`src/rtl/pdp8_tape_loader_if.sv`:
```
// Tape-frame handshake and memory write port between the paper-tape
// reader/memory side (master) and the boot loader (slave).
interface pdp8_tape_loader_if #(
  parameter int unsigned ADDR_W = 12
);
  logic              frame_valid;
  logic [7:0]        frame;
  logic              frame_ready;
  logic              mem_we;
  logic [ADDR_W-1:0] mem_addr;
  logic [11:0]       mem_wdata;

  modport master (
    output frame_valid, frame,
    input  frame_ready, mem_we, mem_addr, mem_wdata
  );

  modport slave (
    input  frame_valid, frame,
    output frame_ready, mem_we, mem_addr, mem_wdata
  );
endinterface

```
`src/rtl/pdp8_tape_loader.sv`:
```
// PDP-8 BIN paper-tape boot loader.
// Assembles 12-bit origin/data words from pairs of 8-bit tape frames and
// writes data words into core memory, then releases the CPU via cpu_run.
// Optional macro PDP8_LOADER_CHECKSUM_EN: BIN checksum mode. Each data word
// is held pending until the next word completes; the word pending at the
// trailer is the checksum and is compared against the running frame sum.
module pdp8_tape_loader #(
  parameter int unsigned ADDR_W = 12
) (
  input  logic              clk,
  input  logic              rst,
  pdp8_tape_loader_if.slave bus,
  output logic              cpu_run,
  output logic              load_err,
  output logic              busy
);

  typedef enum logic [2:0] {
    S_SYNC,
    S_LEADER,
    S_LO,
    S_HI,
    S_DONE,
    S_ERR
  } state_e;

  state_e            state_q, state_d;
  logic [ADDR_W-1:0] addr_q, addr_d;
  logic [5:0]        hi_q, hi_d;
  logic              orig_q, orig_d;
  logic              we_q, we_d;
  logic [ADDR_W-1:0] waddr_q, waddr_d;
  logic [11:0]       wdata_q, wdata_d;
`ifdef PDP8_LOADER_CHECKSUM_EN
  logic [11:0]       sum_q, sum_d;
  logic              pend_valid_q, pend_valid_d;
  logic [11:0]       pend_word_q, pend_word_d;
  logic [ADDR_W-1:0] pend_addr_q, pend_addr_d;
  logic [11:0]       pend_fsum_q, pend_fsum_d;
  logic [11:0]       frame_sum;
`endif

  logic              accept;
  logic              is_leader;
  logic [11:0]       word;

  assign accept    = bus.frame_valid & bus.frame_ready;
  assign is_leader = (bus.frame == 8'h80);
  assign word      = {hi_q, bus.frame[5:0]};
`ifdef PDP8_LOADER_CHECKSUM_EN
  // Contribution of the two frames forming the word completed this cycle.
  assign frame_sum = {4'h0, 1'b0, orig_q, hi_q} + {4'h0, bus.frame};
`endif

  assign bus.mem_we    = we_q;
  assign bus.mem_addr  = waddr_q;
  assign bus.mem_wdata = wdata_q;

  // State register plus word/address/write-stage datapath registers.
  always_ff @(posedge clk or negedge rst) begin
    if (!rst) begin
      state_q      <= S_SYNC;
      addr_q       <= '0;
      hi_q         <= '0;
      orig_q       <= 1'b0;
      we_q         <= 1'b0;
      waddr_q      <= '0;
      wdata_q      <= '0;
`ifdef PDP8_LOADER_CHECKSUM_EN
      sum_q        <= '0;
      pend_valid_q <= 1'b0;
      pend_word_q  <= '0;
      pend_addr_q  <= '0;
      pend_fsum_q  <= '0;
`endif
    end else begin
      state_q      <= state_d;
      addr_q       <= addr_d;
      hi_q         <= hi_d;
      orig_q       <= orig_d;
      we_q         <= we_d;
      waddr_q      <= waddr_d;
      wdata_q      <= wdata_d;
`ifdef PDP8_LOADER_CHECKSUM_EN
      sum_q        <= sum_d;
      pend_valid_q <= pend_valid_d;
      pend_word_q  <= pend_word_d;
      pend_addr_q  <= pend_addr_d;
      pend_fsum_q  <= pend_fsum_d;
`endif
    end
  end

  // Next-state and datapath update for each accepted frame.
  always_comb begin
    state_d      = state_q;
    addr_d       = addr_q;
    hi_d         = hi_q;
    orig_d       = orig_q;
    we_d         = 1'b0;
    waddr_d      = waddr_q;
    wdata_d      = wdata_q;
`ifdef PDP8_LOADER_CHECKSUM_EN
    sum_d        = sum_q;
    pend_valid_d = pend_valid_q;
    pend_word_d  = pend_word_q;
    pend_addr_d  = pend_addr_q;
    pend_fsum_d  = pend_fsum_q;
`endif
    unique case (state_q)
      S_SYNC: begin
        if (accept && is_leader) begin
          state_d = S_LEADER;
        end
      end
      S_LEADER, S_HI: begin
        if (accept) begin
          if (is_leader) begin
            if (state_q == S_HI) begin
`ifdef PDP8_LOADER_CHECKSUM_EN
              // Pending word at the trailer is the checksum; never written.
              if (pend_valid_q && (pend_word_q == sum_q)) begin
                state_d = S_DONE;
              end else begin
                state_d = S_ERR;
              end
`else
              state_d = S_DONE;
`endif
            end
          end else if (bus.frame[7]) begin
            state_d = S_ERR;
          end else begin
            hi_d    = bus.frame[5:0];
            orig_d  = bus.frame[6];
            state_d = S_LO;
          end
        end
      end
      S_LO: begin
        if (accept) begin
          if (bus.frame[7:6] != 2'b00) begin
            state_d = S_ERR;
          end else begin
            state_d = S_HI;
`ifdef PDP8_LOADER_CHECKSUM_EN
            // Completing any word retires the pending data word (if any)
            // into the write stage and folds its frames into the sum.
            if (pend_valid_q) begin
              we_d    = 1'b1;
              waddr_d = pend_addr_q;
              wdata_d = pend_word_q;
            end
            if (orig_q) begin
              addr_d       = ADDR_W'(word);
              sum_d        = sum_q + (pend_valid_q ? pend_fsum_q : 12'h000)
                             + frame_sum;
              pend_valid_d = 1'b0;
            end else begin
              sum_d        = sum_q + (pend_valid_q ? pend_fsum_q : 12'h000);
              pend_valid_d = 1'b1;
              pend_word_d  = word;
              pend_addr_d  = addr_q;
              pend_fsum_d  = frame_sum;
              addr_d       = addr_q + ADDR_W'(1);
            end
`else
            if (orig_q) begin
              addr_d = ADDR_W'(word);
            end else begin
              we_d    = 1'b1;
              waddr_d = addr_q;
              wdata_d = word;
              addr_d  = addr_q + ADDR_W'(1);
            end
`endif
          end
        end
      end
      S_DONE: state_d = S_DONE;
      S_ERR:  state_d = S_ERR;
      default: state_d = S_ERR;
    endcase
  end

  // Moore outputs decoded from the current state.
  always_comb begin
    bus.frame_ready = 1'b0;
    cpu_run         = 1'b0;
    load_err        = 1'b0;
    busy            = 1'b0;
    unique case (state_q)
      S_SYNC, S_LEADER: bus.frame_ready = 1'b1;
      S_LO, S_HI: begin
        bus.frame_ready = 1'b1;
        busy            = 1'b1;
      end
      S_DONE:  cpu_run  = 1'b1;
      S_ERR:   load_err = 1'b1;
      default: load_err = 1'b1;
    endcase
  end

endmodule
```
`src/flat_wrapper.sv`:
```
// flat-port wrapper written by rule: the top's interface ports become plain ports
module pdp8_tape_loader_flat 
#(
  parameter int unsigned ADDR_W = 12
)
  (clk, rst, cpu_run, load_err, busy, bus_frame_valid, bus_frame, bus_frame_ready, bus_mem_we, bus_mem_addr, bus_mem_wdata);
  pdp8_tape_loader_if #(.ADDR_W(ADDR_W)) bus_i ();
  input  logic clk;
  input  logic rst;
  output logic cpu_run;
  output logic load_err;
  output logic busy;
  input wire logic [$bits(bus_i.frame_valid)-1:0] bus_frame_valid;
  input wire logic [$bits(bus_i.frame)-1:0] bus_frame;
  output wire logic [$bits(bus_i.frame_ready)-1:0] bus_frame_ready;
  output wire logic [$bits(bus_i.mem_we)-1:0] bus_mem_we;
  output wire logic [$bits(bus_i.mem_addr)-1:0] bus_mem_addr;
  output wire logic [$bits(bus_i.mem_wdata)-1:0] bus_mem_wdata;
  assign bus_i.frame_valid = bus_frame_valid;
  assign bus_i.frame = bus_frame;
  assign bus_frame_ready = bus_i.frame_ready;
  assign bus_mem_we = bus_i.mem_we;
  assign bus_mem_addr = bus_i.mem_addr;
  assign bus_mem_wdata = bus_i.mem_wdata;
  pdp8_tape_loader #(.ADDR_W(ADDR_W)) u_core (.clk(clk), .rst(rst), .bus(bus_i), .cpu_run(cpu_run), .load_err(load_err), .busy(busy));
endmodule
```
`config.mk`:
```
export PLATFORM = sky130hd
export DESIGN_NAME = pdp8_tape_loader_flat
export DESIGN_NICKNAME = d
export VERILOG_FILES = /design/src/rtl/pdp8_tape_loader_if.sv /design/src/rtl/pdp8_tape_loader.sv /design/src/flat_wrapper.sv
export SDC_FILE = /design/constraint.sdc
export NUM_CORES = 1
export LEC_CHECK = 0
export ABC_CLOCK_PERIOD_IN_PS = 2430
export CAP_MARGIN = 5
export CORE_MARGIN = 8
export CORE_UTILIZATION = 45
export CTS_BUF_LIST = sky130_fd_sc_hd__clkbuf_4 sky130_fd_sc_hd__clkbuf_8
export DETAILED_ROUTE_END_ITERATION = 10
export HOLD_SLACK_MARGIN = 0.12
export PLACE_DENSITY_LB_ADDON = 0.05
export SYNTH_ARGS = -nofsm -noshare
export SYNTH_HDL_FRONTEND = slang
export SYNTH_SLANG_ARGS = --single-unit
```
`constraint.sdc`:
```
create_clock -name clk -period 2.43 [get_ports clk]
set_clock_uncertainty 0.2 [all_clocks]
set_input_delay 0.486 -clock clk [delete_from_list [all_inputs] [get_ports clk]]
set_output_delay 0.486 -clock clk [all_outputs]
set_load 0.01 [all_outputs]
```
==> key figures, run 1 <==
Routing
  • Final ANT Viol Nets: 0
  • DR vias/cell: 5.69
  • Drt first pass iters: 4
  • Vias: 1594
  • Drt initial violations: between 100 and 150
  • DRT Wirelength: 5170 µm
  • Per-cell routed wire length: 18.5 µm
  • DRC viols: 0

Power
  • P per Cell Area: 467 nW/µm²
  • Peak VDD IR: approximately 0.28 mV
  • P_leak: 1.29 nW

Clocking
  • Setup Fix Bufs, Post-CTS: 0
  • Reg clk slew, reported paths: 0.07 ns
  • Clock Tree Buf Depth: 2
  • Num CTS Buffers: 5
  • H-Tree Depth: 2
  • Worst-Skew Late Latency: 0.30 ns
  • CTS sink count: 47
  • Resized Gates After CTS: 0
  • CTS tree: built
  • CTS root buf: clkbuf_8

Timing
  • Tcrit/Tclk final: 92.4%
  • Setup TNS: 0 ns
  • Worst-margin pin slew: 0.587 ns
  • Final Hold Fails: 0
  • Final setup viols: 0
  • RSZ-0062 raised after global routing: no
  • Slew Viols, Final: 0
  • Final WS setup: 0.184 ns
  • Peak Freq: 445 MHz
  • Tmin final: between 2 and 2.5 ns
  • Slew Limit Headroom: 60.9%
  • Worst hold slack: 0.288 ns

Critical path
  • Element type at the critical path end: primary output
  • Worst setup SP type: register
  • Data arrival, critical path: 1.56 ns
  • Crit path max fanout: 6
  • Worst path max stage delay: 0.56 ns
  • Slowest stage cell, crit path: clkdlybuf4s50_1
  • WS Path Type: reg2out
  • Critical Path, Cell by Cell: and2b_4, clkdlybuf4s50_1
  • Worst EP required: 1.74 ns

Floorplanning
  • Die Wd: 85.4 µm
  • Initial Util: 46.2%
  • Die Footprint: ~7300 µm²
  • Height of the die: between 80 and 90 µm
  • IO Pins: 40
  • Row cnt: 25
  • Core footprint: around 4700 µm²

Place
  • Port bufs: 39
  • GPL Wtd Cong: 0.900
  • Setup WS pre-CTS: 0.0600 ns
  • Dpl hpwl: ~3800 µm

Synthesis
  • Ys Warns: 0
  • Syn nets: about 190
  • Post-synthesis async set-or-reset flop share: between 90% and 100%
  • Syn avg cell area: between 10 and 15 µm²
  • Post-synth EDFFs: 0
  • Mapped Area: 2170 µm²
  • Post-synthesis sequential area ratio: 54.3%
  • Ys flop type: dfrtp_1
  • Syn Inst Count: 180
  • Synth cell types: 44
  • Seq cells post-synth: 47

Finish
  • Area grow syn2layout: 27.1%
  • Layout cell share with drive strength beyond 1: between 10% and 20%
  • # diodes: 0
  • Most frequent cells in the layout: dfrtp_1, clkdlybuf4s50_1, mux2_1
  • Most common cell after layout, fill and taps aside: dfrtp_1
  • Layout Nets: around 240
  • Filler Cell Count: 404

GRT
  • First-pass GRT wire length: 8740 µm
  • Vias in the first global route: 1703
  • Gr ovfl total: 0
  • Total track usage: between 10% and 20%
  • Initial antenna violation count: 0
  • Largest net degree at the start of global routing: 25

Run status
  • Outcome: finished, final reports clean

Flow run
  • Max cap viols: 0

Min path
  • Hold crit path type: reg2reg
==> what timing repair did <==
action,CTS,global route
hold buffers,1,0
hold endpoints to repair,23,0
endpoints found under the setup margin,0,0
==> final cells by class <==
| cell class | instances | area [µm²] | area share [%] |
|---|---|---|---|
| clock buffer | 6 | 76.3 | 2.77 |
| inverter | 4 | 15.0 | 0.545 |
| multi-input combinational | 121 | 926 | 33.6 |
| sequential | 47 | 1180 | 42.7 |
| tap | 54 | 67.6 | 2.45 |
| timing repair buffer | 48 | 493 | 17.9 |
==> metrics by stage <==
stage | utilization [%] | instances | total power, mW | instance area (µm²)
floorplan | - | 180 | 0.812 | 2170
global placement | 56.9 | 273 | 0.860 | 2670
detailed placement | 56.9 | 273 | 0.862 | 2670
CTS | 58.7 | 280 | 1.30 | 2750
global route | 58.7 | 280 | 1.34 | 2750
finish | 58.7 | 280 | 1.29 | 2750
==> per-layer routing <==
layer	track usage (%)	up-vias	part of all wire (%)
met5	0	-	0
met4	5.41	0	1.5
met3	4.44	6	4.9
met2	24.2	42	47
met1	19.2	791	47
li1	-	755	-
==> where the power goes <==
part / internal (mW) / leakage [nW] / switching, mW
combinational: 0.0277 / 0.615 / 0.0351
sequential: 0.782 / 0.634 / 0.00194
clock: 0.203 / 0.0406 / 0.237
==> kinds of logic (layout without fill, tap and decap cells) <==
kind of cell             count (synthesis)  count (layout)  share of synthesized area, %
adder cells (fa/ha/maj)                  1               1                         0.577
buffers and inverters                   12              58                          3.00
multiplexers                            32              32                          16.6
AO/OA/AOI/OAI                           39              39                          11.7
AND/OR/NAND/NOR                         49              49                          13.9
flip-flops                              47              47                          54.3
==> critical path, delay by kind of cell, from the launching register on <==
family                 cells  cell delay (ns)
buffers and inverters      1             0.56
flip-flops                 1             0.41
AND/OR/NAND/NOR            1             0.31
==> cells in the mapped netlist, types with 2 or more instances <==
library cell	count	area, µm²
inv_1	4	15.0
mux2_2	12	135
nand2_1	15	56.3
and4_1	2	17.5
nor3_1	3	15.0
nor2_1	6	22.5
clkbuf_1	2	7.51
o22ai_1	3	18.8
o21ai_0	14	70.1
nand3_1	7	35.0
buf_2	4	20.0
mux2_1	19	214
buf_6	2	22.5
a21oi_1	7	35.0
and3_1	3	18.8
dfrtp_1	47	1180
a2bb2oi_1	3	26.3
==> final timing paths <==
check / startpoint / endpoint / slack (ns) / cells past startpoint
worst max-delay path: u_core.state_q[2]$_DFFE_PN0P_ / busy / 0.18 / 2
worst min-delay path: u_core.bus.mem_addr[8]$_DFFE_PN0P_ / u_core.bus.mem_addr[8]$_DFFE_PN0P_ / 0.29 / 1
worst max register to register: u_core.addr_q[0]$_DFFE_PN0P_ / u_core.addr_q[6]$_DFFE_PN0P_ / 0.53 / 5
worst min register to register: u_core.bus.mem_addr[8]$_DFFE_PN0P_ / u_core.bus.mem_addr[8]$_DFFE_PN0P_ / 0.29 / 1
max in group asynchronous: rst / u_core.bus.mem_wdata[11]$_DFFE_PN0P_ / 0.97 / 3
min in group asynchronous: rst / u_core.bus.mem_wdata[2]$_DFFE_PN0P_ / 0.52 / 2
==> flip-flops by register name (all words and copies together) (netlist names) <==
register / cells
u_core.addr_q: 12
u_core.bus.mem_wdata: 12
u_core.state_q: 3
u_core.hi_q: 6
u_core.bus.mem_we: 1
u_core.bus.mem_addr: 12
u_core.orig_q: 1
No activity file was read; power rests on OpenSTA's default activity.
==> run 2, diff against run 1 <==
--- a/config.mk
+++ b/config.mk
@@ -8,7 +8,7 @@
 export ABC_CLOCK_PERIOD_IN_PS = 2430
 export CAP_MARGIN = 5
 export CORE_MARGIN = 8
-export CORE_UTILIZATION = 45
+export CORE_UTILIZATION = 50
 export CTS_BUF_LIST = sky130_fd_sc_hd__clkbuf_4 sky130_fd_sc_hd__clkbuf_8
 export DETAILED_ROUTE_END_ITERATION = 10
 export HOLD_SLACK_MARGIN = 0.12
==> key figures, run 2 (synthesis results as in run 1) <==
Clocking
  • Num CTS Buffers: 5
  • CTS sink count: 47
  • CTS root buf: clkbuf_8
  • H-Tree Depth: 2
  • Reg clk slew, reported paths: 0.08 ns
  • Clock Tree Buf Depth: 2
  • Setup Fix Bufs, Post-CTS: 0
  • Resized Gates After CTS: 0
  • Hold buffers post-CTS: 1
  • Worst-Skew Late Latency: 0.30 ns
  • CTS tree: built

Floorplanning
  • IO Pins: 40
  • Row cnt: 24
  • Initial Util: roughly 51%
  • Height of the die: about 80 µm
  • Core footprint: around 4300 µm²
  • Die Wd: roughly 80 µm
  • Die Footprint: 6700 µm²

Routing
  • DR vias/cell: 5.75
  • Per-cell routed wire length: 17.7 µm
  • Drt first pass iters: 4
  • Vias: 1604
  • Drt initial violations: 73
  • DRC viols: 0
  • DRT Wirelength: ~5000 µm
  • Final ANT Viol Nets: 0

Min path
  • Hold Path Depth: 1
  • Hold crit path type: reg2reg
  • Min-Delay Startpoint: u_core.bus.mem_addr[8]$_DFFE_PN0P_

Timing
  • Setup TNS: 0 ns
  • Tmin final: around 2.3 ns
  • Worst-margin pin slew: 0.433 ns
  • RSZ-0062 raised after global routing: no
  • Tcrit/Tclk final: 92.9%
  • Slew Limit Headroom: a little over 70%
  • Final WS setup: 0.172 ns
  • Peak Freq: 443 MHz
  • Final Hold Fails: 0
  • Final setup viols: 0
  • Worst hold slack: 0.286 ns
  • Slew Viols, Final: 0

Finish
  • Most common cell after layout, fill and taps aside: dfrtp_1
  • Layout cell share with drive strength beyond 1: 16.3%
  • Layout Nets: between 200 and 250
  • Final core area utilization: between 60 and 70%
  • FF/Latch Area: 1180 µm²
  • Filler Cell Count: around 340
  • Multi-input gate area: 926 µm²
  • Most frequent cells in the layout: dfrtp_1, clkdlybuf4s50_1, mux2_1
  • Area grow syn2layout: 27.3%
  • # diodes: 0

Power
  • Sequential power share: between 50% and 60%
  • Sw Ratio: 21.0%
  • P per Cell Area: about 500 nW/µm²
  • Psw: 0.286 mW
  • Power Total: ~1.4 mW
  • Peak VDD IR: 0.368 mV
  • Clk network pwr share: 38.1%
  • P_leak: 1.30 nW
  • Logic pwr share: 4.5%
  • Pint: 1.08 mW

Critical path
  • Worst setup SP type: register
  • Worst EP required: 1.74 ns
  • Slowest stage cell, crit path: clkdlybuf4s50_1
  • Worst path max stage delay: 0.55 ns
  • CP top delay family: buffers and inverters
  • R2R Path Start: u_core.addr_q[0]$_DFFE_PN0P_
  • CP Launch Point: u_core.state_q[2]$_DFFE_PN0P_
  • Crit path max fanout: 6
  • Element type at the critical path end: primary output
  • R2R Setup Slk: just over 0.5 ns
  • Critical Path, Cell by Cell: and2b_4, clkdlybuf4s50_1
  • R2R cell count: 5
  • Critical Path Stages: 2
  • Worst path bufs/invs: 1
  • WS Path Type: reg2out
  • Data arrival, critical path: 1.57 ns

Place
  • Dpl hpwl: 3550 µm
  • GPL Wtd Cong: around 0.9
  • Setup WS pre-CTS: 0.0222 ns
  • Port bufs: 39

GRT
  • Gr ovfl total: 0
  • Vias in the first global route: 1678
  • First-pass GRT wire length: 8400 µm
  • Initial antenna violation count: 0
  • Largest net degree at the start of global routing: 48
  • Total track usage: between 10% and 20%

Flow run
  • Max cap viols: 0

Run status
  • Outcome: finished, final reports clean
==> run 2: cell count changes in the layout (fill, tap and decap cells not counted) <==
cell and change:
buf_12 -1, clkbuf_8 +2
==> run 2: metrics by stage <==
step / cell area (µm²) / std cells
2_1_floorplan: 2170 / 180
3_3_place_gp: 2650 / 270
3_5_place_dp: 2650 / 270
4_1_cts: 2760 / 279
5_1_grt: 2760 / 279
6_report: 2760 / 279
==> run 2: layout make-up <==
cell class,count,share of cell area (%)
clock buffers,8,3.76
inverters,4,0.544
multi-input cells,121,33.6
flip-flops and latches,47,42.6
well taps,52,2.36
repair buffers,47,17.1
==> run 2: worst paths after layout <==
kind | end
setup / recovery | busy
hold / removal | u_core.bus.mem_addr[8]$_DFFE_PN0P_
setup reg to reg | u_core.addr_q[6]$_DFFE_PN0P_
hold reg to reg | u_core.bus.mem_addr[8]$_DFFE_PN0P_
max in group asynchronous | u_core.addr_q[5]$_DFFE_PN0P_
min in group asynchronous | u_core.bus.mem_wdata[2]$_DFFE_PN0P_
==> run 2: metal layers <==
metal | wire, µm | share of wire (%) | GRT usage [%] | vias to the layer above
met5 | 0 | 0 | 0 | -
met4 | 69 | 1.4 | 6.49 | 0
met3 | 359 | 7.3 | 4.81 | 6
met2 | 2230 | 45 | 25.3 | 55
met1 | 2280 | 46 | 21.2 | 791
li1 | - | - | - | 752
==> run 2: power groups by stage <==
stage,logic [mW],registers (mW),clock network (mW)
final,0.0619,0.784,0.521
after global routing,0.0683,0.784,0.571
after CTS,0.0632,0.784,0.536
after detailed placement,0.0618,0.800,0
after global placement,0.0604,0.799,0
after floorplan,0.0121,0.799,0
==> run 3, diff against run 2 <==
--- a/config.mk
+++ b/config.mk
@@ -13,6 +13,7 @@
 export DETAILED_ROUTE_END_ITERATION = 10
 export HOLD_SLACK_MARGIN = 0.12
 export PLACE_DENSITY_LB_ADDON = 0.05
+export RECOVER_POWER = 25
 export SYNTH_ARGS = -nofsm -noshare
 export SYNTH_HDL_FRONTEND = slang
 export SYNTH_SLANG_ARGS = --single-unit
==> key figures, run 3 (synthesis results as in run 1) <==
Power
  • P_leak: between 1 and 1.5 nW
  • Sequential power share: 57.5%
  • Clk network pwr share: 38.3%
  • Psw: 0.287 mW
  • Peak VDD IR: between 0.3 and 0.4 mV
  • Logic pwr share: under 10%
  • Pint: roughly 1.1 mW
  • P per Cell Area: 497 nW/µm²
  • Sw Ratio: 21.0%

Finish
  • Layout cell share with drive strength beyond 1: 16.3%
  • Filler Cell Count: 343
  • # diodes: 0
  • Most frequent cells in the layout: dfrtp_1, clkdlybuf4s50_1, mux2_1
  • Layout Nets: 238
  • Most common cell after layout, fill and taps aside: dfrtp_1
  • Final core area utilization: 64.3%
  • Area grow syn2layout: 26.6%

Routing
  • DR vias/cell: about 5.7
  • DRC viols: 0
  • Final ANT Viol Nets: 0
  • DRT Wirelength: 4950 µm
  • Drt first pass iters: 4
  • Vias: about 1.6k
  • Per-cell routed wire length: 17.7 µm
  • Drt initial violations: 59

Timing
  • Final Hold Fails: 0
  • Slew Viols, Final: 0
  • Peak Freq: approximately 440 MHz
  • Worst-margin pin slew: ~1.1 ns
  • RSZ-0062 raised after global routing: no
  • Tcrit/Tclk final: 93.2%
  • Tmin final: roughly 2.3 ns
  • Final setup viols: 0
  • Setup TNS: 0 ns
  • Slew Limit Headroom: 23.7%

Place
  • GPL Wtd Cong: 0.923
  • Dpl hpwl: 3550 µm
  • Port bufs: 39

Floorplanning
  • Initial Util: 50.8%
  • IO Pins: 40
  • Height of the die: 81.8 µm
  • Core footprint: 4260 µm²
  • Die Wd: 81.8 µm
  • Die Footprint: 6700 µm²
  • Row cnt: 24

Flow run
  • Max cap viols: 0

Min path
  • Hold crit path type: reg2reg

GRT
  • Vias in the first global route: 1678
  • Total track usage: roughly 16%
  • Initial antenna violation count: 0
  • First-pass GRT wire length: 8400 µm
  • Gr ovfl total: 0
  • Largest net degree at the start of global routing: 48

Clocking
  • CTS sink count: 47
  • Reg clk slew, reported paths: 0.08 ns
  • CTS tree: built
  • CTS root buf: clkbuf_8
  • Worst-Skew Late Latency: approximately 0.30 ns
  • Setup Fix Bufs, Post-CTS: 0
  • Num CTS Buffers: 5
  • Clock Tree Buf Depth: 2
  • H-Tree Depth: 2

Critical path
  • Element type at the critical path end: primary output
  • Data arrival, critical path: approximately 1.6 ns
  • Crit path max fanout: 6
  • Worst EP required: ~1.7 ns
  • Worst setup SP type: register
  • WS Path Type: reg2out

Run status
  • Outcome: finished, final reports clean
-- run 3: per-layer routing --
layer	GRT usage [%]	share of wire [%]	wire length [µm]
met1	21.2	46	2260
met2	25.3	46	2260
met3	4.81	7.2	355
met4	6.49	1.5	76
met5	0	0	0
-- run 3: cell type report --
class                           instances  area [µm²]  area share, %
Tap cell                               52        65.1           2.37
Sequential cell                        47        1180           42.9
Clock buffer                            8         104           3.78
Timing Repair Buffer                   47         458           16.7
Multi-Input combinational cell        121         926           33.7
Inverter                                4        15.0          0.547
-- run 3: worst paths after layout --
path                            slack (ns)  cells past startpoint                                from                                   to
worst max-delay path                  0.17                      2       u_core.state_q[2]$_DFFE_PN0P_                                 busy
worst min-delay path                  0.29                      1  u_core.bus.mem_addr[8]$_DFFE_PN0P_   u_core.bus.mem_addr[8]$_DFFE_PN0P_
worst max register to register        0.51                      5        u_core.addr_q[0]$_DFFE_PN0P_         u_core.addr_q[6]$_DFFE_PN0P_
worst min register to register        0.29                      1  u_core.bus.mem_addr[8]$_DFFE_PN0P_   u_core.bus.mem_addr[8]$_DFFE_PN0P_
max in group asynchronous             0.52                      3                                 rst  u_core.bus.mem_addr[10]$_DFFE_PN0P_
min in group asynchronous             0.82                      3                                 rst  u_core.bus.mem_wdata[1]$_DFFE_PN0P_
-- run 3: through the flow --
stage	hold slack (ns)	setup WS, ns	instance area (µm²)	cells	total power, mW
after floorplan	-0.00959	0.638	2170	180	0.812
after global placement	0.267	0.109	2650	270	0.860
after detailed placement	0.274	0.0222	2650	270	0.861
after CTS	0.292	0.168	2760	279	1.38
after global routing	0.316	0.0702	2740	279	1.42
final	0.285	0.165	2740	279	1.36
-- run 3: repair_timing --
| item | CTS | global route |
|---|---|---|
| hold buffers | 1 | 0 |
| hold endpoints to repair | 47 | 0 |
| resized for setup | 0 | 0 |
-- run 3: critical path: stages (launching register included) --
cell and delay [ns]:
dfrtp_1 0.42, and2b_4 0.31, clkdlybuf4s50_1 0.55
-- run 3: power groups by stage --
stage | sequential (mW) | clock, mW | combinational (mW)
after floorplan | 0.799 | 0 | 0.0121
after global placement | 0.799 | 0 | 0.0604
after detailed placement | 0.800 | 0 | 0.0618
after CTS | 0.784 | 0.536 | 0.0632
after global routing | 0.784 | 0.571 | 0.0648
final | 0.784 | 0.522 | 0.0584
